File: src/rtl/disp_pkg.sv
// Shared types and sizes for the register display scanner.
package disp_pkg;

   typedef enum logic [1:0] {
      IDLE  = 2'd0,
      SNAP  = 2'd1,
      DRIVE = 2'd2,
      BLANK = 2'd3
   } state_t;

   localparam int NUM_ROWS  = 8;
   localparam int ROW_W     = 64;
   localparam int ROW_IDX_W = 3;

endpackage

File: src/rtl/reg_display_scanner_tick_prescaler.sv
// Free-running scan-tick prescaler; tick marks the last cycle of each period.
module tick_prescaler #(
   parameter int TICK_DIV = 50000
) (
   input  logic clock,
   input  logic reset,
   input  logic clr,
   output logic tick
);

   localparam int CNT_W = (TICK_DIV > 1) ? $clog2(TICK_DIV) : 1;
   localparam logic [CNT_W-1:0] CNT_LAST = CNT_W'(TICK_DIV - 1);

   logic [CNT_W-1:0] cnt_q;
   logic [CNT_W-1:0] cnt_d;

   assign tick = (cnt_q == CNT_LAST);

   // Next count: hold at zero while cleared, wrap after the last cycle.
   always_comb begin
      cnt_d = cnt_q + CNT_W'(1);
      if (clr || (cnt_q == CNT_LAST)) begin
         cnt_d = '0;
      end
   end

   // Counter register.
   always_ff @(posedge clock) begin
      if (reset) begin
         cnt_q <= '0;
      end else begin
         cnt_q <= cnt_d;
      end
   end

endmodule

File: src/rtl/reg_display_scanner.sv
// Multiplexed row display scanner for the eight 64-bit register taps.
//
// state | meaning
// ------+-------------------------------------------------------------
// IDLE  | scanning stopped, outputs blank
// SNAP  | one cycle: capture R0..R7 (unless hold), restart at row 0
// DRIVE | active row driven for DWELL_TICKS ticks
// BLANK | row gap for BLANK_TICKS ticks (skipped when BLANK_TICKS = 0)
module reg_display_scanner
   import disp_pkg::*;
#(
   parameter int TICK_DIV    = 50000,
   parameter int DWELL_TICKS = 4,
   parameter int BLANK_TICKS = 1
) (
   input  logic                clock,
   input  logic                reset,
   input  logic                enable,
   input  logic                hold,
   input  logic [ROW_W-1:0]    R0,
   input  logic [ROW_W-1:0]    R1,
   input  logic [ROW_W-1:0]    R2,
   input  logic [ROW_W-1:0]    R3,
   input  logic [ROW_W-1:0]    R4,
   input  logic [ROW_W-1:0]    R5,
   input  logic [ROW_W-1:0]    R6,
   input  logic [ROW_W-1:0]    R7,
   output logic [NUM_ROWS-1:0] row_sel,
   output logic [ROW_W-1:0]    row_data,
   output logic                row_valid,
   output logic                frame_done
);

   localparam logic [15:0] DWELL_LAST = 16'(DWELL_TICKS - 1);
   localparam logic [15:0] BLANK_LAST = 16'((BLANK_TICKS > 0) ? BLANK_TICKS - 1 : 0);
   localparam bit          NO_BLANK   = (BLANK_TICKS == 0);
   localparam logic [ROW_IDX_W-1:0] LAST_ROW = ROW_IDX_W'(NUM_ROWS - 1);

   logic [ROW_W-1:0] r_in [NUM_ROWS];

   assign r_in[0] = R0;
   assign r_in[1] = R1;
   assign r_in[2] = R2;
   assign r_in[3] = R3;
   assign r_in[4] = R4;
   assign r_in[5] = R5;
   assign r_in[6] = R6;
   assign r_in[7] = R7;

   state_t                 state_q, state_d;
   logic [ROW_IDX_W-1:0]   row_idx_q, row_idx_d;
   logic [15:0]            dwell_q, dwell_d;
   logic [ROW_W-1:0]       snap_q [NUM_ROWS];
   logic [ROW_W-1:0]       snap_d [NUM_ROWS];
   logic [NUM_ROWS-1:0]    row_sel_q, row_sel_d;
   logic [ROW_W-1:0]       row_data_q, row_data_d;
   logic                   row_valid_q, row_valid_d;
   logic                   frame_done_q, frame_done_d;
   logic                   row_end;
   logic                   tick;
   logic                   div_clr;

   // The prescaler restarts so every DRIVE after SNAP begins a fresh tick period.
   assign div_clr = (state_q == IDLE) || (state_q == SNAP) || !enable;

   tick_prescaler #(
      .TICK_DIV (TICK_DIV)
   ) u_prescaler (
      .clock (clock),
      .reset (reset),
      .clr   (div_clr),
      .tick  (tick)
   );

   // Snapshot bank refresh: only in SNAP, and only when not frozen.
   always_comb begin
      snap_d = snap_q;
      if ((state_q == SNAP) && enable && !hold) begin
         snap_d = r_in;
      end
   end

   // Next-state logic; the same counter times both dwell and blank phases.
   always_comb begin
      state_d      = state_q;
      row_idx_d    = row_idx_q;
      dwell_d      = dwell_q;
      frame_done_d = 1'b0;
      row_end      = 1'b0;

      if (!enable) begin
         state_d   = IDLE;
         row_idx_d = '0;
         dwell_d   = '0;
      end else begin
         case (state_q)
            IDLE: begin
               state_d = SNAP;
            end
            SNAP: begin
               row_idx_d = '0;
               dwell_d   = '0;
               state_d   = DRIVE;
            end
            DRIVE: begin
               if (tick) begin
                  if (dwell_q == DWELL_LAST) begin
                     dwell_d = '0;
                     if (NO_BLANK) begin
                        row_end = 1'b1;
                     end else begin
                        state_d = BLANK;
                     end
                  end else begin
                     dwell_d = dwell_q + 16'd1;
                  end
               end
            end
            BLANK: begin
               if (tick) begin
                  if (dwell_q == BLANK_LAST) begin
                     dwell_d = '0;
                     row_end = 1'b1;
                  end else begin
                     dwell_d = dwell_q + 16'd1;
                  end
               end
            end
            default: begin
               state_d = IDLE;
            end
         endcase

         if (row_end) begin
            if (row_idx_q == LAST_ROW) begin
               frame_done_d = 1'b1;
               state_d      = SNAP;
            end else begin
               row_idx_d = row_idx_q + ROW_IDX_W'(1);
               state_d   = DRIVE;
            end
         end
      end
   end

   // Output decode from the upcoming state so outputs line up with it.
   always_comb begin
      row_sel_d   = '0;
      row_data_d  = '0;
      row_valid_d = 1'b0;
      if (state_d == DRIVE) begin
         row_sel_d   = NUM_ROWS'(1) << row_idx_d;
         row_data_d  = snap_d[row_idx_d];
         row_valid_d = 1'b1;
      end
   end

   // State, counters, snapshot bank and registered outputs.
   always_ff @(posedge clock) begin
      if (reset) begin
         state_q      <= IDLE;
         row_idx_q    <= '0;
         dwell_q      <= '0;
         row_sel_q    <= '0;
         row_data_q   <= '0;
         row_valid_q  <= 1'b0;
         frame_done_q <= 1'b0;
         for (int i = 0; i < NUM_ROWS; i++) begin
            snap_q[i] <= '0;
         end
      end else begin
         state_q      <= state_d;
         row_idx_q    <= row_idx_d;
         dwell_q      <= dwell_d;
         row_sel_q    <= row_sel_d;
         row_data_q   <= row_data_d;
         row_valid_q  <= row_valid_d;
         frame_done_q <= frame_done_d;
         snap_q       <= snap_d;
      end
   end

   assign row_sel    = row_sel_q;
   assign row_data   = row_data_q;
   assign row_valid  = row_valid_q;
   assign frame_done = frame_done_q;

endmodule

File: config.mk
export PLATFORM = sky130hd
export DESIGN_NAME = reg_display_scanner
export DESIGN_NICKNAME = d
export VERILOG_FILES = /design/src/rtl/disp_pkg.sv /design/src/rtl/reg_display_scanner_tick_prescaler.sv /design/src/rtl/reg_display_scanner.sv
export SDC_FILE = /design/constraint.sdc
export NUM_CORES = 1
export LEC_CHECK = 0
export ABC_AREA = 1
export CAP_MARGIN = 20
export CORE_UTILIZATION = 50
export CTS_CLUSTER_DIAMETER = 120
export CTS_CLUSTER_SIZE = 14
export DETAILED_ROUTE_END_ITERATION = 6
export MAX_ROUTING_LAYER = met4
export PLACE_DENSITY = 0.8
export SLEW_MARGIN = 15
export SYNTH_ARGS = -nofsm -noshare
export SYNTH_HDL_FRONTEND = slang
export SYNTH_SLANG_ARGS = --single-unit
File: constraint.sdc
create_clock -name clock -period 3.8 [get_ports clock]
set_input_delay 0.76 -clock clock [delete_from_list [all_inputs] [get_ports clock]]
set_output_delay 0.76 -clock clock [all_outputs]
set_load 0.005 [all_outputs]
# Word-level counts from Yosys, hierarchy flattened
# Index checks and enable logic that the tools add are counted.
[classes] add_sub_neg=3 magnitude_cmp=1 n_eq_ne=9 shifts=1 muxes=25 bitwise_logic=4 reduce_logical=15
[ops] cell="two-way mux 512 bit" n=1
[ops] cell="binary-select mux 64 bit (select 3 bit)" n=1
[ops] cell="two-way mux 64 bit" n=2
[ops] cell="two-way mux 16 bit" n=4
[ops] cell="one-hot mux 16 bit (3 select lines)" n=1
[ops] cell="adder 16 x 1 -> 16 bit (second input constant)" n=2
[ops] cell="== test 16 bit (second input constant)" n=1
[ops] cell="== test 16 x 2 -> 1 bit (second input constant)" n=1
[ops] cell="logical NOT 16 bit" n=1
[ops] cell="two-way mux 3 bit" n=4
[ops] cell="two-way mux 2 bit" n=5
[ops] cell="<< shifter 1 x 3 -> 8 bit (first input constant)" n=1
[ops] cell="== test 2 bit (second input constant)" n=3
[ops] cell="two-way mux 1 bit" n=6
[ops] cell="one-hot mux 2 bit (3 select lines)" n=1
[ops] cell="OR reduction 2 bit" n=3
[ops] cell="greater-or-equal comparator 4 bit (second input constant)" n=1
[ops] cell="!= test 2 bit (second input constant)" n=2
[ops] cell="NOT 3 -> 4 bit" n=1
[ops] cell="adder 3 x 1 -> 3 bit (second input constant)" n=1
[ops] cell="== test 3 bit (second input constant)" n=1
[ops] cell="logical OR 1 bit" n=3
[ops] cell="NOT 1 bit" n=3
[ops] cell="AND reduction 3 bit" n=1
[ops] cell="6 further kinds" n=8
[word_totals] reg_bits=623 in_bits=516 out_inout_bits=74 elab_cells=74

# Depth between registers and ports, before layout
# Gate-level depths: netlist of run 1.
[depth] ltp_word=11 depth_mapped=17 ltp_nobuf=15

# Cells and area by module
# A second synthesis of run 1 with hierarchy kept.
[hier_totals] hier_cells=5149 hier_area_um2=31924.4
[modules_own_cells] module="reg_display_scanner" n_inst=1 cells_each=5022 area_per_inst_um2=31082.3 seq_area_each_um2=12151.7
[modules_own_cells] module="tick_prescaler" n_inst=1 cells_each=127 area_per_inst_um2=842.1 seq_area_each_um2=320.3

# Worst setup path before layout of run 1
# No wires, ideal clock.
[synth_path] kind="input to register" start="in enable" end="reg row_data_q[0] (netlist: row_data[0])" setup_ps=112 arrival_ps=2171 t_required_ps=3688 path_slack_ps=1517 cell_stages=15 n_path_buf=4 path_cell_list="buf_2 inv_1 nor2_1 nand2_2 buf_4 buf_2 buf_2 o21ai_0 inv_1 nand2_1 nand2_1 nand2_1 nand2_1 nand2_1 nand2_1"
[synth_via] elab_chain_cells=6 word_cells_on_any_way=12 classes_between="1 x eq/ne; 6 x mux; 2 x bitwise; 3 x reduce/logical"
[synth_rtl] item="start: declaration" line="reg_display_scanner.sv:18" source="input logic enable,"
[synth_rtl] item="logical AND 1 bit (2 in a row)" line="reg_display_scanner.sv:78" source="if ((state_q == SNAP) && enable && !hold) begin"
[synth_rtl] item="two-way mux 512 bit" line="reg_display_scanner.sv:78"
[synth_rtl] item="binary-select mux 64 bit (select 3 bit)" line="reg_display_scanner.sv:153" source="row_data_d = snap_d[row_idx_d];"
[synth_rtl] item="two-way mux 64 bit (implied by the code) (2 in a row)" line="reg_display_scanner.sv:153"
[synth_rtl] item="end signal: assignment" line="reg_display_scanner.sv:176" source="row_data_q <= row_data_d;"
[synth_rtl] item="end: declaration" line="reg_display_scanner.sv:56" source="logic [ROW_W-1:0] row_data_q, row_data_d;"
# Parallel ways exist; a longest one is shown, timed or not. The select of a mux whose other input is x is not followed.
# A chain may end at the register's enable or synchronous reset.

# Worst setup path in the final report of run 1
[layout_path] start="reg u_prescaler.cnt_q[0]" end="reg row_data_q[54] (netlist: row_data[54])"
[layout_via] elab_chain_cells=10 word_cells_on_any_way=17 classes_between="2 x eq/ne; 12 x mux; 2 x bitwise; 1 x reduce/logical"
[layout_rtl] item="start: declaration" line="reg_display_scanner_tick_prescaler.sv:14" source="logic [CNT_W-1:0] cnt_q;"
[layout_rtl] item="start signal: assignment" line="reg_display_scanner_tick_prescaler.sv:32" source="cnt_q <= cnt_d;"
[layout_rtl] item="== test 16 bit (*)" line="reg_display_scanner_tick_prescaler.sv:17" source="assign tick = (cnt_q == CNT_LAST);"
[layout_rtl] item="two-way mux 1 bit" line="reg_display_scanner.sv:120" source="if (tick) begin"
[layout_rtl] item="two-way mux 1 bit" line="reg_display_scanner.sv:96" source="case (state_q)"
[layout_rtl] item="two-way mux 1 bit" line="reg_display_scanner.sv:91" source="if (!enable) begin"
[layout_rtl] item="two-way mux 3 bit" line="reg_display_scanner.sv:134" source="if (row_end) begin"
[layout_rtl] item="two-way mux 3 bit" line="reg_display_scanner.sv:91"
[layout_rtl] item="NOT 3 -> 4 bit (implied by the code)" line="reg_display_scanner.sv:153"
[layout_rtl] item="binary-select mux 64 bit (select 3 bit)" line="reg_display_scanner.sv:153"
[layout_rtl] item="two-way mux 64 bit (implied by the code) (2 in a row)" line="reg_display_scanner.sv:153"
# Mark *: on every way between the ends. The rest lies on a longest branch, timed or not. The select of a mux whose other input is x is not followed.

==> results of run 1 <==
power groups by stage:
stage / clock network [uW] / registers [uW] / logic (uW)
final: 4860 / 6760 / 1740
after global routing: 5170 / 6770 / 1940
after CTS: 4940 / 6760 / 1720
after detailed placement: 0 / 6910 / 1710
after global placement: 0 / 6900 / 1690
after floorplan: 0 / 6890 / 913
final cells by class:
cell class / count / area [sq um] / area share (%)
inverters: 1067 / 4010 / 10.1
clock buffers: 53 / 1330 / 3.36
repair buffers: 647 / 6620 / 16.8
clock inverters: 1 / 8.76 / 0.0222
multi-input cells: 3105 / 13900 / 35.2
well taps: 846 / 1060 / 2.68
diodes: 45 / 113 / 0.285
flip-flops and latches: 623 / 12500 / 31.6
stage by stage:
stage               hold slack (ps)  power [uW]
floorplan                       413        7810
global placement                425        8590
detailed placement              440        8610
CTS                             440       13400
global route                    463       13900
finish                          451       13400
placed cells by master, fill, tap and decap left out, drive strengths merged:
cell type / instances
o21bai: 1
xor2: 3
a31oi: 2
or2: 1
clkbuf: 53
nor3b: 3
nand2: 1667
nand3: 14
a21oi: 14
diode: 45
o211ai: 2
inv: 1068
clkdlybuf4s50: 587
a211oi: 4
ha: 5
and3: 2
o21ai: 265
dfxtp: 623
o21a: 258
nor2: 582
buf: 60
nand4: 262
nor3: 16
xnor2: 4
cells by family (layout without fill, tap and decap cells):
kind of cell / Yosys count / in the layout / share of synthesized area [%]
adders and majority gates: 5 / 5 / 0.196
DFF: 623 / 623 / 39.2
and+or+nand+nor: 2547 / 2547 / 32.4
xor gates and xnor gates: 7 / 7 / 0.192
other: 0 / 45 / 0
AOI/OAI and AO/OA: 546 / 546 / 10.7
buffers and inverters: 1394 / 1768 / 17.4
sequential cells by signal, indices dropped and copies added, names as in the netlist:
signal	count
frame_done	1
state_q	2
row_idx_q	3
u_prescaler.cnt_q	16
row_sel	8
row_data	64
row_valid	1
snap_q	512
dwell_q	16
final timing paths:
path,start,endpoint,slack (ps),cells after the start
worst max register to register,u_prescaler.cnt_q[0],row_data[54],630,14
worst min-delay path,u_prescaler.cnt_q[0],u_prescaler.cnt_q[0],450,1
worst min register to register,u_prescaler.cnt_q[0],u_prescaler.cnt_q[0],450,1
worst max-delay path,u_prescaler.cnt_q[0],row_data[54],630,14
worst max-delay path: cells and delay by family (launching register included):
family,cells,cell delay (ps)
and+or+nand+nor,9,1930
buffers and inverters,3,520
adders and majority gates,1,190
DFF,1,350
AOI/OAI and AO/OA,1,80
metal layers:
layer  up-vias  global-route usage (%)
li1      16000                       -
met1     14100                    43.3
met2      1270                    46.4
met3       181                    5.98
met4         0                    11.9
met5         -                       -
==> impl_metrics.csv, run 1 <==
group,metric,value,unit
run_status,outcome,"completed",
placed_design,place.gp.congestion,0.970,
synth,synthTopCellsByArea,"dfxtp_1 (39%), nand2_1 (20%), inv_1 (13%)",
placed_design,dpl_cell_area,38000,sq um
clocking,cts_max_path_buffers,3,
routing,highest_layer,"met4",
timing,rsz0062_at_grt,"false",
synth,syn-num-nets,5643,
floorplanning,die_x,254,um
routing,wl,103000,um
clocking,htreeDepth,2,
pwr,combPwrFrac,13.1,%
pwr,power.density,338,nW/um^2
floorplanning,die_height,254,um
global_routing,globalRouteOverflowTotal,0,
setup_path,required,4340,ps
finish,n_fill_cell,5815,
synth,synth_top_area_share,39.2,%
finish,final_area,39500,sq um
synth,syn-cell-area,31900,sq um
finish,final_nets,6015,
synth,synth_cells,5122,
timing,final_max_slew_viol_count,0,
synth,ys_types,31,
pwr,swShare,25.1,%
placed_design,pre_cts_slack,530,ps
floorplanning,dieArea,64700,sq um
flow_run,maxCapViolations,0,
floorplanning,io_pins,590,
setup_path,cp-end-kind,"register",
setup_path,cp.arrival,3710,ps
finish,syn2layout_area_growth,24.1,%
routing,drtIter0Drc,3198,
timing,tightest_slew,1340,ps
setup_path,crit_path_max_fanout,28,
clocking,cts_resized,0,
placed_design,placed_cells,6286,
routing,drc,0,
synth,synth_ff_type,"dfxtp_1",
synth,yosys_warnings,0,
synth,async_flop_share,0,%
setup_path,cpMostUsedCell,"nand2_1",
timing,hold_viol_final,0,
clocking,cts_hold_buffers,0,
routing,wl_met3,9370,um
clocking,path_clk_slew,70,ps
routing,via_per_inst,4.95,
clocking,cts_tree,"done",
clocking,cts_buffers,50,
pwr,pwr-share-seq,50.6,%
timing,fin_skew,15.9,ps
global_routing,grt_pass1_vias,28100,
synth,ys_top_cells_by_count,"nand2_1 (1,663), inv_1 (1,063), dfxtp_1 (623)",
timing,maxSlewHeadroom,10.8,%
clocking,insertion_delay,620,ps
finish,drive_above_1_share,2.42,%
pwr,leakagePower,0.0212,uW
finish,fin_util,62.8,%
timing,fin_tns_setup,0,ps
timing,period_minus_slack,3170,ps
floorplanning,design.core.area,63000,sq um
setup_path,slowest_stage,"nor2_4",
floorplanning,rows,92,
synth,synth_most_common_cell,"nand2_1",
routing,firstDrtPassIters,6,
routing,via_count,31600,
placed_design,port_buffers,589,
pwr,internal_power,10000,uW
routing,post_drt_wl_per_cell,16.2,um
timing,fmax,316,MHz
routing,ant_nets,0,
routing,route.met2.wl,44900,um
synth,ys_seq_elements,623,
setup_path,path_cells,"ha_1 -> nand3_1 -> nor2_1 -> nand2_1 -> nor2_4 -> nand2_2 -> inv_2 -> o21ai_1 -> nor2_2 -> inv_2 -> nor2_4 -> buf_4 -> nand2_1 -> nand2_1",
clocking,ctsRootBufferMaster,"clkbuf_16",
synth,synth_top_area_cell,"dfxtp_1",
pwr,p_clk_share,36.4,%
clocking,clkSinkCount,623,
routing,wl_met1,45600,um
clocking,post_cts_buffers,0,
synth,seq_area_frac_synth,39.2,%
timing,finalSetupViolCount,0,
synth,synth_edf_count,0,
pwr,max-vdd-ir-drop,0.000357,V
setup_path,slowest_delay,680,ps
finish,layoutNonFillerInstCount,6387,
hold_path,hp-class,"register to register",
global_routing,grt_pass1_wl,156000,um
global_routing,antenna_found_initial,37,
synth,avgSynthCellArea,6.22,sq um
setup_path,crit_type,"register to register",
global_routing,grt_use_total,31.8,%
global_routing,grt_max_degree,201,
setup_path,setup.worst_path.start_class,"register",
timing,finalWorstSetupSlack,635,ps
placed_design,dp_hpwl,69500,um
floorplanning,start_util,50.6,%
pwr,power.switching,3350,uW
timing,fin_crit_sh,83.3,%
Note: power is estimated with default switching activity, not from simulation.
==> run 2: changes to the inputs <==
- CORE_UTILIZATION: 50 -> 48
- clock period: 3.8 -> 2.9 ns (I/O delays scaled with it)
==> run 2 against run 1 <==
Against the previous run: combinational power is 33% higher; worst hold slack worse by 180 ps; power grew 31%; sequential share of layout area fell by 0.50 points; routed wire length rose by 1.4%; die area rose by 4.1%; critical path depth stayed put; first-iteration DRC count grew 4.4%; largest power group unchanged.
==> impl_metrics.csv, run 2 (synthesized netlist as in run 1, its figures left out) <==
group,metric,value,unit
routing,ant_nets,0,
pwr,leakagePower,0.0215,uW
floorplanning,rows,94,
setup_path,slowest_stage,"dfxtp_1",
clocking,clkSinkCount,623,
placed_design,port_buffers,589,
finish,syn2layout_area_growth,26.1,%
finish,regMostFlops,"snap_q",
setup_path,path_cells,"ha_1 -> nand3_1 -> nor2_2 -> nand2_1 -> nor2_4 -> nand2_2 -> nand2_1 -> nand3_4 -> inv_6 -> buf_16 -> nand2_1 -> nand2_1 -> nand2_1 -> nand2_1",
run_status,outcome,"completed",
routing,firstDrtPassIters,7,
finish,layout_commonest_cell,"nand2_1",
clocking,path_clk_slew,70,ps
timing,final_max_slew_viol_count,0,
finish,multi_input_area,13900,sq um
timing,finalSetupViolCount,0,
pwr,power.density,435,nW/um^2
setup_path,crit_type,"register to register",
clocking,ctsRootBufferMaster,"clkbuf_16",
timing,fin_crit_sh,94.5,%
setup_path,required,3470,ps
finish,final_nets,6060,
timing,tightest_slew,1170,ps
finish,drive_above_1_share,3.29,%
finish,final_cell_mix,"nand2_1 (1,659), inv_1 (1,063), dfxtp_1 (623), clkdlybuf4s50_1 (587), nor2_1 (574)",
clocking,htreeDepth,2,
pwr,power,17400,uW
routing,post_drt_wl_per_cell,16.2,um
routing,via_per_inst,4.97,
finish,fin_util,61.1,%
finish,largest_register_ffs,512,
setup_path,cpMostUsedCell,"nand2_1",
floorplanning,design.core.area,65700,sq um
clocking,cts_hold_buffers,0,
global_routing,globalRouteOverflowTotal,0,
finish,n_fill_cell,5960,
setup_path,cp.arrival,3310,ps
finish,regArea,12500,sq um
global_routing,grt_pass1_wl,158000,um
timing,fin_skew,21.4,ps
routing,drc,0,
clocking,insertion_delay,620,ps
setup_path,slowest_delay,350,ps
timing,period_minus_slack,2740,ps
global_routing,grt_pass1_vias,28400,
setup_path,cp-end-kind,"register",
placed_design,place.gp.congestion,0.955,
routing,drtIter0Drc,3340,
floorplanning,io_pins,590,
global_routing,antenna_found_initial,38,
timing,fmax,365,MHz
routing,via_count,32000,
global_routing,grt_use_total,30.7,%
timing,hold_viol_final,0,
placed_design,dp_hpwl,71300,um
clocking,cts_max_path_buffers,3,
setup_path,setup.worst_path.start_class,"register",
timing,maxSlewHeadroom,22.1,%
pwr,max-vdd-ir-drop,0.000391,V
timing,rsz0062_at_grt,"true",
floorplanning,dieArea,67400,sq um
global_routing,grt_max_degree,203,
floorplanning,die_height,260,um
flow_run,maxCapViolations,0,
setup_path,crit_path_max_fanout,71,
floorplanning,start_util,48.4,%
routing,wl,105000,um
clocking,cts_tree,"done",
floorplanning,die_x,260,um
clocking,cts_buffers,50,
hold_path,hp-class,"input pin to register",
## run 2: cell count changes in the layout (fill, tap and decap cells not counted), sizes merged
cell,before,now
clkbuf,53,52
diode,45,38
buf,60,104
inv,1068,1069
## run 2: final cells by class
| cell class | instances | share of cell area [%] |
|---|---|---|
| multi-input combinational | 3105 | 34.7 |
| inverter | 1067 | 9.99 |
| antenna | 38 | 0.237 |
| clock inverter | 2 | 0.0436 |
| sequential | 623 | 31.1 |
| clock buffer | 51 | 3.18 |
| tap | 864 | 2.69 |
| timing repair buffer | 692 | 18.1 |
## run 2: per-stage QoR
stage                     instances  setup WS, ps  area [sq um]  hold slack (ps)  setup TNS, ps
final                          6442           160         40200              271              0
after global routing           6439         -20.0         40100              281          -81.7
after CTS                      6402          65.5         40000              257              0
after detailed placement       6349         -10.5         38700              448          -10.5
after global placement         6349         -33.9         38700              426          -49.6
after floorplan                5122           797         31900              413              0
## run 2: critical path, delay by kind of cell, from the launching register on
kind          cells  cell delay (ps)
flops             1              350
buf+inv           2              450
simple gates     11             1540
fa+ha+maj         1              200
## run 2: final timing paths
path / slack [ps] / cells after the start / from / endpoint
setup / recovery: 160 / 14 / u_prescaler.cnt_q[0] / row_data[38]
hold / removal: 270 / 2 / reset / snap_q[127]
setup reg to reg: 160 / 14 / u_prescaler.cnt_q[0] / row_data[38]
hold reg to reg: 450 / 1 / u_prescaler.cnt_q[0] / u_prescaler.cnt_q[0]
## run 2: layer usage
layer  part of all wire [%]  routed length, um  global-route usage (%)
met1                     44              45700                    42.0
met2                     43              45500                    44.6
met3                    9.3               9700                    5.56
met4                    3.7               3850                    12.1
met5                      0                  0                       -
## run 2: timing repair
action | in CTS | in global routing
buffers inserted | 0 | 1
hold endpoints to repair | 0 | 0
resized for setup | 0 | 7
endpoints found under the setup margin | 0 | 24
## run 2: power by group
part | internal [uW] | switching, uW
clock network | 3100 | 3190
registers | 8790 | 62.4
logic | 1150 | 1160
total | 13000 | 4410
